[config.mk]
export PLATFORM = sky130hd
export DESIGN_NAME = opr_sequencer_flat
export DESIGN_NICKNAME = d
export VERILOG_FILES = /design/src/rtl/opr_sequencer_if.sv /design/src/rtl/opr_sequencer.sv /design/src/flat_wrapper.sv
export SDC_FILE = /design/constraint.sdc
export NUM_CORES = 1
export LEC_CHECK = 0
export CORE_MARGIN = 10
export CORE_UTILIZATION = 55
export CTS_BUF_LIST = sky130_fd_sc_hd__clkbuf_16
export DETAILED_ROUTE_END_ITERATION = 12
export DONT_BUFFER_PORTS = 1
export GPL_TIMING_DRIVEN = 0
export PLACE_DENSITY = 0.81
export SYNTH_ARGS = -nofsm -noshare
export SYNTH_HDL_FRONTEND = slang
export SYNTH_SLANG_ARGS = --single-unit
[constraint.sdc]
create_clock -name clk -period 4.1 [get_ports clk]
set_input_delay 0.82 -clock clk [delete_from_list [all_inputs] [get_ports clk]]
set_output_delay 0.82 -clock clk [all_outputs]
set_load 0.1 [all_outputs]
[src/rtl/opr_sequencer_if.sv]
// Handshake and strobe bundle between instruction decode, opr_sequencer and the acc/cy register.
// The decode/register side uses the master modport; the sequencer uses the slave modport.
interface opr_sequencer_if;
    logic       start;
    logic [8:0] opr;
    logic       accminus;
    logic       acczero;
    logic       cyout;
    logic       busy;
    logic       done;
    logic       clearacc;
    logic       clearcy;
    logic       compacc;
    logic       compcy;
    logic       accwrite;
    logic       alu_inc;
    logic       RL;
    logic       RR;
    logic       err;
    logic       skip;

    modport master (
        output start, opr, accminus, acczero, cyout,
        input  busy, done, clearacc, clearcy, compacc, compcy,
               accwrite, alu_inc, RL, RR, err, skip
    );

    modport slave (
        input  start, opr, accminus, acczero, cyout,
        output busy, done, clearacc, clearcy, compacc, compcy,
               accwrite, alu_inc, RL, RR, err, skip
    );
endinterface

[src/rtl/opr_sequencer.sv]
// Serialises one operate microinstruction into single-cycle acc/cy strobes (CLA,CLL,CMA,CML,IAC,ROT).
// Optional OPR_SKIP_EN: enables the skip output from the latched SKP bit and the acc/cy flags.
module opr_sequencer #(
    parameter int ROT_DOUBLE = 2
) (
    input  logic           clk,
    input  logic           rst_n,
    opr_sequencer_if.slave bus
);
    // opr bit positions: {CLA,CLL,CMA,CML,RAR,RAL,BSW,IAC,SKP}
    localparam int B_CLA = 8;
    localparam int B_CLL = 7;
    localparam int B_CMA = 6;
    localparam int B_CML = 5;
    localparam int B_RAR = 4;
    localparam int B_RAL = 3;
    localparam int B_BSW = 2;
    localparam int B_IAC = 1;
    localparam int B_SKP = 0;

    localparam logic [1:0] ROT_LAST_DOUBLE = 2'(ROT_DOUBLE - 1);

    // Step states are encoded so that step index i lives at state value i+1.
    typedef enum logic [2:0] {
        IDLE  = 3'd0,
        S_CLA = 3'd1,
        S_CLL = 3'd2,
        S_CMA = 3'd3,
        S_CML = 3'd4,
        S_IAC = 3'd5,
        S_ROT = 3'd6,
        DONE  = 3'd7
    } state_t;

    state_t     state_reg, state_next;
    logic [8:0] opr_reg, opr_next;
    logic [1:0] cnt_reg, cnt_next;
    logic [1:0] rot_last;

    // Active-step vector in issue order, bit 0 = CLA ... bit 5 = ROT.
    function automatic logic [5:0] steps(input logic [8:0] op);
        return {op[B_RAL] ^ op[B_RAR], op[B_IAC], op[B_CML],
                op[B_CMA], op[B_CLL], op[B_CLA]};
    endfunction

    // First active step with index >= lo, or DONE when none remain.
    function automatic state_t seek(input logic [5:0] act, input logic [2:0] lo);
        state_t s;
        s = DONE;
        for (int i = 5; i >= 0; i--) begin
            if (3'(i) >= lo && act[i]) begin
                s = state_t'(3'(i + 1));
            end
        end
        return s;
    endfunction

    always_ff @(posedge clk or negedge rst_n) begin
        if (!rst_n) begin
            state_reg <= IDLE;
            opr_reg   <= '0;
            cnt_reg   <= '0;
        end else begin
            state_reg <= state_next;
            opr_reg   <= opr_next;
            cnt_reg   <= cnt_next;
        end
    end

    assign rot_last = opr_reg[B_BSW] ? ROT_LAST_DOUBLE : 2'd0;

    always_comb begin
        state_next = state_reg;
        opr_next   = opr_reg;
        cnt_next   = cnt_reg;
        case (state_reg)
            IDLE: begin
                if (bus.start) begin
                    opr_next   = bus.opr;
                    cnt_next   = 2'd0;
                    state_next = seek(steps(bus.opr), 3'd0);
                end
            end
            S_ROT: begin
                if (cnt_reg == rot_last) begin
                    cnt_next   = 2'd0;
                    state_next = DONE;
                end else begin
                    cnt_next = cnt_reg + 2'd1;
                end
            end
            DONE: state_next = IDLE;
            // Current state value is the index of the next step to consider.
            default: state_next = seek(steps(opr_reg), 3'(state_reg));
        endcase
    end

    assign bus.busy     = (state_reg != IDLE);
    assign bus.done     = (state_reg == DONE);
    assign bus.clearacc = (state_reg == S_CLA);
    assign bus.clearcy  = (state_reg == S_CLL);
    assign bus.compacc  = (state_reg == S_CMA);
    assign bus.compcy   = (state_reg == S_CML);
    assign bus.accwrite = (state_reg == S_IAC);
    assign bus.alu_inc  = (state_reg == S_IAC);
    assign bus.RL       = (state_reg == S_ROT) && opr_reg[B_RAL];
    assign bus.RR       = (state_reg == S_ROT) && opr_reg[B_RAR];
    assign bus.err      = (state_reg == DONE) && opr_reg[B_RAL] && opr_reg[B_RAR];

`ifdef OPR_SKIP_EN
    // Flags are read in DONE, after every strobe of this instruction has landed.
    assign bus.skip = (state_reg == DONE) && opr_reg[B_SKP]
                      && (bus.accminus || bus.acczero || bus.cyout);
`else
    logic unused_skip_inputs;
    assign unused_skip_inputs = ^{bus.accminus, bus.acczero, bus.cyout, opr_reg[B_SKP]};
    assign bus.skip = 1'b0;
`endif

endmodule
[src/flat_wrapper.sv]
// flat-port wrapper written by rule: the top's interface ports become plain ports
module opr_sequencer_flat 
#(
    parameter int ROT_DOUBLE = 2
)
  (clk, rst_n, bus_start, bus_opr, bus_accminus, bus_acczero, bus_cyout, bus_busy, bus_done, bus_clearacc, bus_clearcy, bus_compacc, bus_compcy, bus_accwrite, bus_alu_inc, bus_RL, bus_RR, bus_err, bus_skip);
  opr_sequencer_if bus_i ();
  input  logic clk;
  input  logic rst_n;
  input wire logic [$bits(bus_i.start)-1:0] bus_start;
  input wire logic [$bits(bus_i.opr)-1:0] bus_opr;
  input wire logic [$bits(bus_i.accminus)-1:0] bus_accminus;
  input wire logic [$bits(bus_i.acczero)-1:0] bus_acczero;
  input wire logic [$bits(bus_i.cyout)-1:0] bus_cyout;
  output wire logic [$bits(bus_i.busy)-1:0] bus_busy;
  output wire logic [$bits(bus_i.done)-1:0] bus_done;
  output wire logic [$bits(bus_i.clearacc)-1:0] bus_clearacc;
  output wire logic [$bits(bus_i.clearcy)-1:0] bus_clearcy;
  output wire logic [$bits(bus_i.compacc)-1:0] bus_compacc;
  output wire logic [$bits(bus_i.compcy)-1:0] bus_compcy;
  output wire logic [$bits(bus_i.accwrite)-1:0] bus_accwrite;
  output wire logic [$bits(bus_i.alu_inc)-1:0] bus_alu_inc;
  output wire logic [$bits(bus_i.RL)-1:0] bus_RL;
  output wire logic [$bits(bus_i.RR)-1:0] bus_RR;
  output wire logic [$bits(bus_i.err)-1:0] bus_err;
  output wire logic [$bits(bus_i.skip)-1:0] bus_skip;
  assign bus_i.start = bus_start;
  assign bus_i.opr = bus_opr;
  assign bus_i.accminus = bus_accminus;
  assign bus_i.acczero = bus_acczero;
  assign bus_i.cyout = bus_cyout;
  assign bus_busy = bus_i.busy;
  assign bus_done = bus_i.done;
  assign bus_clearacc = bus_i.clearacc;
  assign bus_clearcy = bus_i.clearcy;
  assign bus_compacc = bus_i.compacc;
  assign bus_compcy = bus_i.compcy;
  assign bus_accwrite = bus_i.accwrite;
  assign bus_alu_inc = bus_i.alu_inc;
  assign bus_RL = bus_i.RL;
  assign bus_RR = bus_i.RR;
  assign bus_err = bus_i.err;
  assign bus_skip = bus_i.skip;
  opr_sequencer #(.ROT_DOUBLE(ROT_DOUBLE)) u_core (.clk(clk), .rst_n(rst_n), .bus(bus_i));
endmodule
==> results, run 1 <==
- The flow ran to the end, and the final reports show no timing, DRC or antenna violations.
- The synthesis-stage register bit count is 12.
- The count of non-filler cells in the finished layout is around 110.
- Summed over all failing endpoints, the final setup total negative slack is 0 ns.
- The number of different library cells used by synthesis comes to 35.
- The synthesized design contains 0 enable-type register cells.
- Hold repair after CTS inserted 0 buffers.
- Detailed placement ended at an HPWL of ~1600 um.
- The leftover overflow at the end of global routing is 0.
- The relative max-transition margin is roughly a third.
- The combined area of all synthesized cells is 835 um^2.
- The number of fill cells in the layout is 98.
- The number of nets handed over by synthesis was 104.
- The clock arrives with just under 0.0006 ns of skew.
- Counting stages on the worst path, the most repeated cell is and3_1.
- The antenna diode instance count is 0.
- In the final routed layout, each cell accounts on average for around 19 um.
- Counting both buffers and inverters, the worst setup path holds a total of 2.
- The fraction of layout cells with a size suffix above 1 is 18.8%.
- In this run the worst path has a maximum fanout of 10.
- The total area inside the core boundary comes to 1370 um^2.
- The slowest stage of the critical path is the and3_1 cell.
- The clock tree from TritonCTS is yes.
- 27 I/O pins were placed.
- In the routed design, unresolved DRC markers number 0.
- At the pin with the least slew margin, the transition time is 1.00 ns.
- The floorplan step defined a die boundary enclosing 3480 um^2.
- The vertical extent of the die is between 50 and 60 um.
- The number of violations reported at the end of detailed-routing iteration 0 is 33.
- The pin count of the biggest net entering global routing is 13.
- The final period utilization is approximately nine tenths.
- On the final layout, the worst hold slack is 0.277 ns.
- The number of max-slew violations in the final report is 0.
- The floorplan has 13 rows.
- STA classifies the critical path endpoint as a primary output.
- During synthesis, Yosys emitted a total of 0 warnings.
- The number of global-route vias before repair was 690.
- The startpoint type of the worst setup path is a flip-flop.
- The mean post-synth cell area is about 9.4 um^2.
- The number of nets still failing antenna checks after routing is 0.
- After layout, the minimum clock period comes to approximately 3.8 ns.
- The number of antenna violations at the first check in global routing is 0.
- The share of the yosys chip area belonging to registers is 36.0%.
- In the post-synthesis netlist, the biggest area contributors are dfrtp_1 (36%), mux2_1 (6.7%), and3_1 (3.7%).
- The most common cell in the synthesized netlist is dfrtp_1.
- In this run the biggest area consumer among cell types represents around 36% of the synthesized area.
- Setup repair after global routing left no endpoint under its margin.
- Setup slack on the critical path of the routed design comes to 0.338 ns.
- The multi-input logic area is 478 um^2.
- The final weighted congestion of routability-driven global placement is about 0.84.
- The worst setup slack after placement is 0.580 ns.
- The clock transition at the registers of the reported paths is roughly 0.04 ns.
- The largest stage delay on the critical path is roughly 0.9 ns.
- Buffers added to address setup during post-CTS repair amount to 0.
- In the routed layout, each cell is associated on average with a via count of 6.27.
- The routed layout has 696 vias.
- The cell sitting at the root of the clock tree is a clkbuf_16.
- Relative to the synthesized area, the layout overhead comes to 21.1%.
- The all-layer global routing usage is 12.6%.
- The buffer levels on the longest clock path is 2.
- CTS built an H-tree with a depth of 1.
- For the worst setup path, the data required time is between 3 and 4 ns.
- The flip-flop count of the largest register, all copies and words added is 7.
- The first-pass GRT wire length is 3380 um.
- Counting flops with an async set or reset pin after synthesis yields a share of 100%.
- The synthesized design spends more area on one cell type than any other, namely dfrtp_1.
- The commonest cells after synthesis are dfrtp_1 (12), inv_1 (7).
- The cell family contributing the most delay on the critical path is simple AND/OR/NAND/NOR gates.
- Among all flip-flop cells after synthesis, the most frequent one is dfrtp_1.
- Before antenna repair, the detailed router went through 5 iterations.
- Summed over all layers, the routed wires come to 2060 um.
- The number of I/O port buffers is 0.
- The final count of hold timing violations is 0.
- The clock latency on the worst-skew pair is ~0.24 ns.
- Counting tap cells, the placed design contains a total of roughly 110 instances.
- Setup violations remaining at the end of the flow were counted as 0.
- The combined flip-flop and latch cell area is between 300 and 400 um^2.
- The number of maximum-capacitance constraint violations is 0.
- Counting every instance in the synthesized netlist gives 89.
- The number of clock buffers inserted by TritonCTS is 3.
- The overall die width is 59.0 um.
- At the end of the flow, the number of nets in the layout was 113.
- The maximum achievable frequency is around 270 MHz.
- STA puts the critical path data arrival time at just under 3 ns.
- The critical path goes through buf_6, clkbuf_1, and3_1, and3_1.
- The kind of critical path is reg2out.
- The initial utilization of the core area, before any placement, comes to 61.1%.
- The worst hold path belongs to the class in2async.
- In this run, post-CTS repair resized a total of 0 instances.
- The total clock sinks is 12.
[worst register-to-register path, stage by stage (launching register included)]
cell	delay, ns
dfrtp_1	0.36
buf_6	0.14
or3_4	0.38
buf_6	0.22
nor2_8	0.19
mux2_1	0.34
[cells by family after synthesis]
kind of cell	count (synthesis)	share of synthesized area (%)
muxes	5	6.75
DFF	12	36.0
xor gates and xnor gates	3	3.15
buffers and inverters	14	9.29
other	1	0.449
AOI/OAI and AO/OA	25	23.1
and+or+nand+nor	29	21.3
[cell type report]
type / instances / share of cell area, %
multi-input cells: 63 / 47.3
well taps: 15 / 1.86
flip-flops and latches: 12 / 29.7
inverters: 7 / 2.60
clock buffers: 3 / 7.43
repair buffers: 4 / 6.06
plain buffers: 7 / 5.07
[final timing paths]
kind	cells after the start	slack, ns	startpoint	endpoint
setup / recovery	4	0.34	u_core.state_reg[1]	bus_err
hold / removal	0	0.28	rst_n	u_core.opr_reg[2]
setup reg to reg	5	2.36	u_core.state_reg[1]	u_core.opr_reg[7]
hold reg to reg	1	0.54	u_core.cnt_reg[1]	u_core.cnt_reg[1]
max in group asynchronous	0	3.75	rst_n	u_core.opr_reg[5]
min in group clk	1	0.54	u_core.cnt_reg[1]	u_core.cnt_reg[1]
[layer usage]
| metal | track usage, % | routed length, um | share of wire (%) | up-vias |
|---|---|---|---|---|
| li1 | - | - | - | 331 |
| met1 | 14.3 | 803 | 39 | 331 |
| met2 | 20.1 | 989 | 48 | 30 |
| met3 | 7.08 | 255 | 12 | 4 |
| met4 | 2.95 | 14 | 0.68 | 0 |
| met5 | 0 | 0 | 0 | - |
[metrics by stage]
stage,cell area (um^2),util (%)
after floorplan,840,-
after global placement,858,62.8
after detailed placement,936,68.5
after CTS,1010,74.0
after global routing,1010,74.0
final,1010,74.0
[placed cells by master (no fill, tap or decap), types with 3 or more instances in the layout]
master and count:
nand2_1 3, and3_1 5, o21ai_0 5, nor2b_1 4
inv_1 7, clkbuf_16 3, dfrtp_1 12, mux2_1 5
nor2_1 4, o21ai_1 4
Power of run 1 is left out: the tool's default activity adds up to more than one toggle a clock period on the data nets, which glitch-free logic cannot reach.
==> inputs of run 2 (changes only) <==
==> constraint.sdc (replaced) <==
create_clock -name clk -period 4.1 [get_ports clk]
set_input_delay 0.82 -clock clk [delete_from_list [all_inputs] [get_ports clk]]
set_output_delay 0.82 -clock clk [all_outputs]
set_load 0.02 [all_outputs]
==> run 2 against run 1 <==
Effect of this change:
- fmax rose by 40%
- largest cell class unchanged
- final cell count fell by 3.6%
- global-route usage barely moved
- clock skew barely moved
- register-to-register slack improved by 0.05 ns
- non-clock buffer count fell by 4
- highest routed layer unchanged
- hold slack got worse by 0.00061 ns
==> results, run 2 (synthesis results as in run 1) <==
- Cells fill 67.9% of the core in the end.
- The number of antenna violations at the first check in global routing came to 0.
- The overall die width is just under 60 um.
- Once the clock tree was built, the setup fixing pass inserted 0 buffers.
- IR analysis of the VDD net gives a maximum drop of 0.000569 V.
- The largest individual stage delay along the critical path comes from the cell nor3_1.
- The final wirelength is ~2000 um.
- In this run the number of H-tree levels came out at 1.
- Setup violations remaining at the end of the flow were counted as 0.
- For this configuration, the core starts out at a cell density of approximately 61%.
- The placed cell count is ~100.
- Summing internal, switching and leakage power gives around 0.83 mW.
- The area inside the core boundary is about 1400 um^2.
- The smallest clock period supported by the final layout is computed as between 2 and 3 ns.
- The worst path required time is 3.28 ns.
- In the global route stage, met3 resource usage came out at under 10%.
- The buffer levels on the longest clock path is 2.
- The run finished with clean final reports.
- The leftover overflow at the end of global routing is 0.
- The clock latency on the worst-skew pair is ~0.24 ns.
- The number of violations reported at the end of detailed-routing iteration 0 is 27.
- The first-pass GRT wire length is 3390 um.
- The setup TNS is 0 ns.
- The number of antenna diodes in the final layout is 0.
- The maximum net fanout on the critical path is 10.
- The all-layer global routing usage is 12.6%.
- At the pin with the least slew margin, the transition time is 0.722 ns.
- The first detailed-routing pass took 4 iterations.
- Detailed routing inserted a total of about 670 vias.
- The number of maximum-capacitance constraint violations is 0.
- Clock-pin slew was measured on the worst setup and hold paths at approximately 0.040 ns.
- The maximum clock skew at final layout is about 0.00092 ns.
- The number of I/O port buffers is 0.
- The pin count of the biggest net entering global routing is 13.
- The number of global-route vias before repair is 716.
- Setup repair after global routing left no endpoint under its margin.
- The number of nets still failing antenna checks after routing is 0.
- The number of max-slew violations in the final report came to 0.
- The met2 demand-to-capacity share in global routing is 20.4%.
- The startpoint type of the worst setup path is a flip-flop.
- The tightest min-delay check is of the in2async type.
- The final-stage net count is about 110.
- Traced cell by cell, the critical path runs through buf_2, inv_1, nor3_1, buf_4.
- The arrival time at the worst endpoint is 1.87 ns.
- For this run, the top clock speed supported by timing is about 370 MHz.
- In the routed design, unresolved DRC markers number 0.
- The layer with the highest usage after global routing is met2.
- On the final layout, the worst hold slack is between 0.2 and 0.3 ns.
- The number of clock buffers inserted by TritonCTS is 3.
- The total of cells resized after clock tree synthesis is 0.
- The floorplan has 13 rows.
- The post-DP HPWL is approximately 1500 um.
- The number of cell instances on the worst register-to-register path is 5.
- The die covers about 3500 um^2.
- The area growth from synthesis to layout is 11.2%.
- Measured along the y axis, the die boundary spans roughly 59 um.
- The summed area of non-filler cells in the final layout is between 900 and 1000 um^2.
- The library cells used most frequently in the layout, excluding fill and tap cells, are dfrtp_1 (12), inv_1 (7).
- The final count of hold timing violations is 0.
- Leaving out fill and tap cells, the most frequent cell in the layout is dfrtp_1.
- The clock tree from TritonCTS is yes.
- The final weighted congestion of routability-driven global placement is between 0.8 and 0.9.
- Global routing used between 10% and 20% of the available met1 tracks.
- The mean number of vias per cell is between 6 and 7.
- In this run the static leakage power is approximately 0.42 nW.
- In this design, the stage delay of the slowest critical-path cell is just over 0.6 ns.
- After detailed placement, the total cell area comes to about 850 um^2.
- The worst setup slack after placement is approximately 1.7 ns.
- The final period utilization is between 60% and 70%.
- Setup slack on the critical path of the routed design comes to between 1 and 1.5 ns.
- In the final routed layout, each cell accounts on average for 19.1 um.
- The power per cell area is 894 nW/um^2.
- The number of hold buffers added after CTS was 0.
- STA classifies the critical path endpoint as a primary output.
- The count of non-filler cells in the finished layout is 107.
- The flip-flop count of the largest register, all copies and words added is 7.
- The library cell used as clock root buffer is clkbuf_16.
- For this design, the sink count on the clock tree is 12.
- In the final layout, the share of cells above drive strength 1 is 13.0%.
- For this design the top-level I/O count stands at 27.
- Headroom to the max-slew limit came out at 51.5%.
- The critical path is of the reg2out type.
==> run 2: cell type report <==
type	count	area [um^2]
Multi-Input combinational cell	63	457
Fill cell	109	438
Sequential cell	12	300
Clock buffer	3	75.1
Buffer	7	51.3
Inverter	7	26.3
Tap cell	15	18.8
==> run 2: final timing paths <==
path / startpoint / end / slack [ns]
worst min-delay path: rst_n / u_core.opr_reg[2] / 0.28
min in group clk: u_core.opr_reg[2] / u_core.opr_reg[2] / 0.54
worst min register to register: u_core.opr_reg[2] / u_core.opr_reg[2] / 0.54
max in group asynchronous: rst_n / u_core.cnt_reg[0] / 3.76
worst max-delay path: u_core.state_reg[2] / bus_alu_inc / 1.41
worst max register to register: u_core.state_reg[1] / u_core.opr_reg[7] / 2.41
==> run 2: critical path: cells and delay by family, from the launching register on <==
family	cells	cell delay, ns
flops	1	0.40
simple gates	1	0.61
buf+inv	3	0.61
==> run 2: where the power goes <==
group / internal (mW) / switching [mW] / total (mW) / leakage (nW)
combinational: 0.176 / 0.246 / 0.422 / 0.236
clock: 0.127 / 0.0475 / 0.174 / 0.0370
sequential: 0.178 / 0.0551 / 0.233 / 0.145
==> run 2: routing by layer <==
metal	vias up	share of wire, %	routed length (um)
li1	321	-	-
met1	308	38	775
met2	33	47	954
met3	6	14	278
met4	0	1.9	39
met5	-	0	0
Power figures use the tool's default switching activity.
==> inputs of run 3 (changes only) <==
==> constraint.sdc (replaced) <==
create_clock -name clk -period 2.7 [get_ports clk]
set_input_delay 0.54 -clock clk [delete_from_list [all_inputs] [get_ports clk]]
set_output_delay 0.54 -clock clk [all_outputs]
set_load 0.02 [all_outputs]
==> run 3 against run 2 <==
Effect of this change:
- total power grew 52%
- sequential power rose by 53%
- core utilization is 0.73 points higher
==> results, run 3 (synthesis results as in run 1) <==
- The remaining routing DRC violations is 0.
- The leading cell type in the layout, fill and taps excluded is dfrtp_1.
- In this design, the stage delay of the slowest critical-path cell is a little over 0.6 ns.
- The tightest hold path in the finished design has a slack of 0.439 ns.
- The number of maximum-capacitance constraint violations is 0.
- The die is approximately 59 um wide.
- The buffer levels on the longest clock path is 2.
- The clock transition at the registers of the reported paths is 0.04 ns.
- Setup violations remaining at the end of the flow were counted as 0.
- IR analysis of the VDD net gives a maximum drop of 0.000866 V.
- The depth of the CTS H-tree is 1.
- The capture instance of the worst register-to-register path is u_core.opr_reg[7].
- Walking the worst path, the cells encountered are buf_2, inv_1, nor3_1, buf_4.
- The clock tree from TritonCTS is yes.
- The final-stage net count is between 100 and 150.
- The relative max-transition margin is between 50% and 60%.
- The library cells used most frequently in the layout, excluding fill and tap cells, are dfrtp_1 (12), inv_1 (7).
- The number of violations reported at the end of detailed-routing iteration 0 is 25.
- The repair_antennas step left the layout with diodes totalling 0.
- The leftover overflow at the end of global routing is 0.
- The worst setup path is launched from a flip-flop.
- The critical path startpoint is u_core.state_reg[2].
- The core region is roughly 1400 um^2.
- The starting density of the core is between 60% and 70%.
- The worst register-to-register path has a depth of 5.
- The clock reaches the later pin of the worst-skew pair after 0.24 ns.
- The root buffer cell chosen for the clock tree is clkbuf_16.
- The floorplan has 13 rows.
- Once the clock tree was built, the setup fixing pass inserted 0 buffers.
- The element type at the critical path end is a primary output.
- The number of max-slew violations in the final report is 0.
- The number of I/O port buffers is 0.
- The setup TNS is 0 ns.
- The final critical-path required period is between 2 and 2.5 ns.
- Data on the critical path is required at its endpoint by around 2.2 ns.
- The number of global-route vias before repair is slightly above 700.
- The fraction of layout cells with a size suffix above 1 is 12.9%.
- Entering global routing, the biggest net connects 13 pins.
- The first-pass GRT wire length is around 3400 um.
- Data on the critical path arrives at its endpoint at ~1.9 ns.
- In the routed layout, each cell is associated on average with a via count of between 6 and 7.
- The end of the critical path is bus_alu_inc.
- In this run the critical register-to-register path is launched from u_core.state_reg[1].
- The area growth from synthesis to layout is 12.4%.
- The number of clock buffers inserted by TritonCTS is 3.
- The congestion estimate from routability-driven global placement came to roughly 0.84.
- The maximum net fanout on the critical path is 10.
- The final count of hold timing violations came to 0.
- The number of antenna violations at the first check in global routing was 0.
- The iteration count of the initial detailed-routing pass is 5.
- The power per cell area is between 1000 and 1500 nW/um^2.
- The flip-flop count of the largest register, all copies and words added is 7.
- Clock skew on the completed layout was measured at 0.00121 ns.
- The placed cell count is about 100.
- Summed over all cells, the static leakage comes to around 0.42 nW.
- The largest individual stage delay along the critical path comes from the cell nor3_1.
- The number of fill cells in the layout is 108.
- The detailed router placed ~670 vias in this run.
- The final period utilization is slightly below 90%.
- Setup repair after global routing left no endpoint under its margin.
- The kind of critical path is reg2out.
- The classification of the worst-slack hold path is in2reg.
- The all-layer global routing usage is 12.6%.
- Derived from the worst setup path, the maximum achievable clock frequency is about 420 MHz.
- The die covers roughly 3500 um^2.
- Summed over all nets, the half-perimeter wirelength after detailed placement is between 1500 and 2000 um.
- The floorplan step set the die height to ~60 um.
- In the final routed layout, each cell accounts on average for between 15 and 20 um.
- In this run the count of I/O pins placed on the die edge is 27.
- The count of non-filler cells in the finished layout is ~110.
- The routed design has between 2000 and 2500 um of wire.
- The detail route stage leaves a number of antenna-violating nets equal to 0.
- The total power consumption of the routed design is between 1 and 1.5 mW.
- The run finished with clean final reports.
- The setup slack of the most critical reg-to-reg path is 1.02 ns.
- The total clock sinks is 12.
- The actual transition at the worst max-transition pin is between 0.7 and 0.8 ns.
==> run 3: cell count changes in the layout (fill, tap and decap cells not counted) <==
cell,change
dlygate4sd3_1,+1
==> run 3: worst max-delay path: cells and delay by family, from the launching register on <==
family / cells / cell delay [ns]
buf+inv: 3 / 0.61
simple gates: 1 / 0.61
flops: 1 / 0.40
==> run 3: power breakdown <==
group	switching, mW	internal, mW	leakage [nW]
clock	0.0719	0.192	0.0370
combinational	0.376	0.269	0.240
sequential	0.0854	0.270	0.145
==> run 3: what timing repair did <==
action                                  in CTS  in global routing
endpoints found under the hold margin       12                  0
endpoints found under the setup margin       0                  0
hold buffers                                 1                  0
resized for setup                            0                  0
==> run 3: layer usage <==
| layer | routed length, um | vias up | part of all wire (%) | track usage, % |
|---|---|---|---|---|
| li1 | - | 324 | - | - |
| met1 | 742 | 294 | 36 | 12.7 |
| met2 | 961 | 44 | 47 | 20.9 |
| met3 | 310 | 6 | 15 | 7.51 |
| met4 | 39 | 0 | 1.9 | 4.92 |
| met5 | 0 | - | 0 | 0 |
==> run 3: how the worst min path moves through the flow <==
stage	start	slack (ns)	end	cells past startpoint
3_3_place_gp	rst_n	0.24	u_core.opr_reg[4]	0
4_1_cts	bus_opr[1]	0.44	u_core.opr_reg[1]	2
5_1_grt	bus_opr[4]	0.44	u_core.opr_reg[4]	1
3_5_place_dp	rst_n	0.24	u_core.opr_reg[4]	0
6_report	bus_opr[4]	0.44	u_core.opr_reg[4]	1
2_1_floorplan	rst_n	0.24	u_core.cnt_reg[0]	0
==> run 3: layout make-up <==
cell class | count | area, um^2 | area share (%)
plain buffers | 7 | 51.3 | 5.47
clock buffers | 3 | 75.1 | 8.00
inverters | 7 | 26.3 | 2.80
multi-input cells | 63 | 457 | 48.7
flip-flops and latches | 12 | 300 | 32.0
well taps | 15 | 18.8 | 2.00
repair buffers | 1 | 10.0 | 1.07
==> run 3: through the flow <==
step | setup WS (ns) | area, um^2 | utilization (%)
floorplan | 0.675 | 835 | -
global placement | 0.555 | 853 | 62.5
detailed placement | 0.548 | 853 | 62.5
CTS | 0.294 | 938 | 68.7
global route | 0.196 | 938 | 68.7
finish | 0.301 | 938 | 68.7
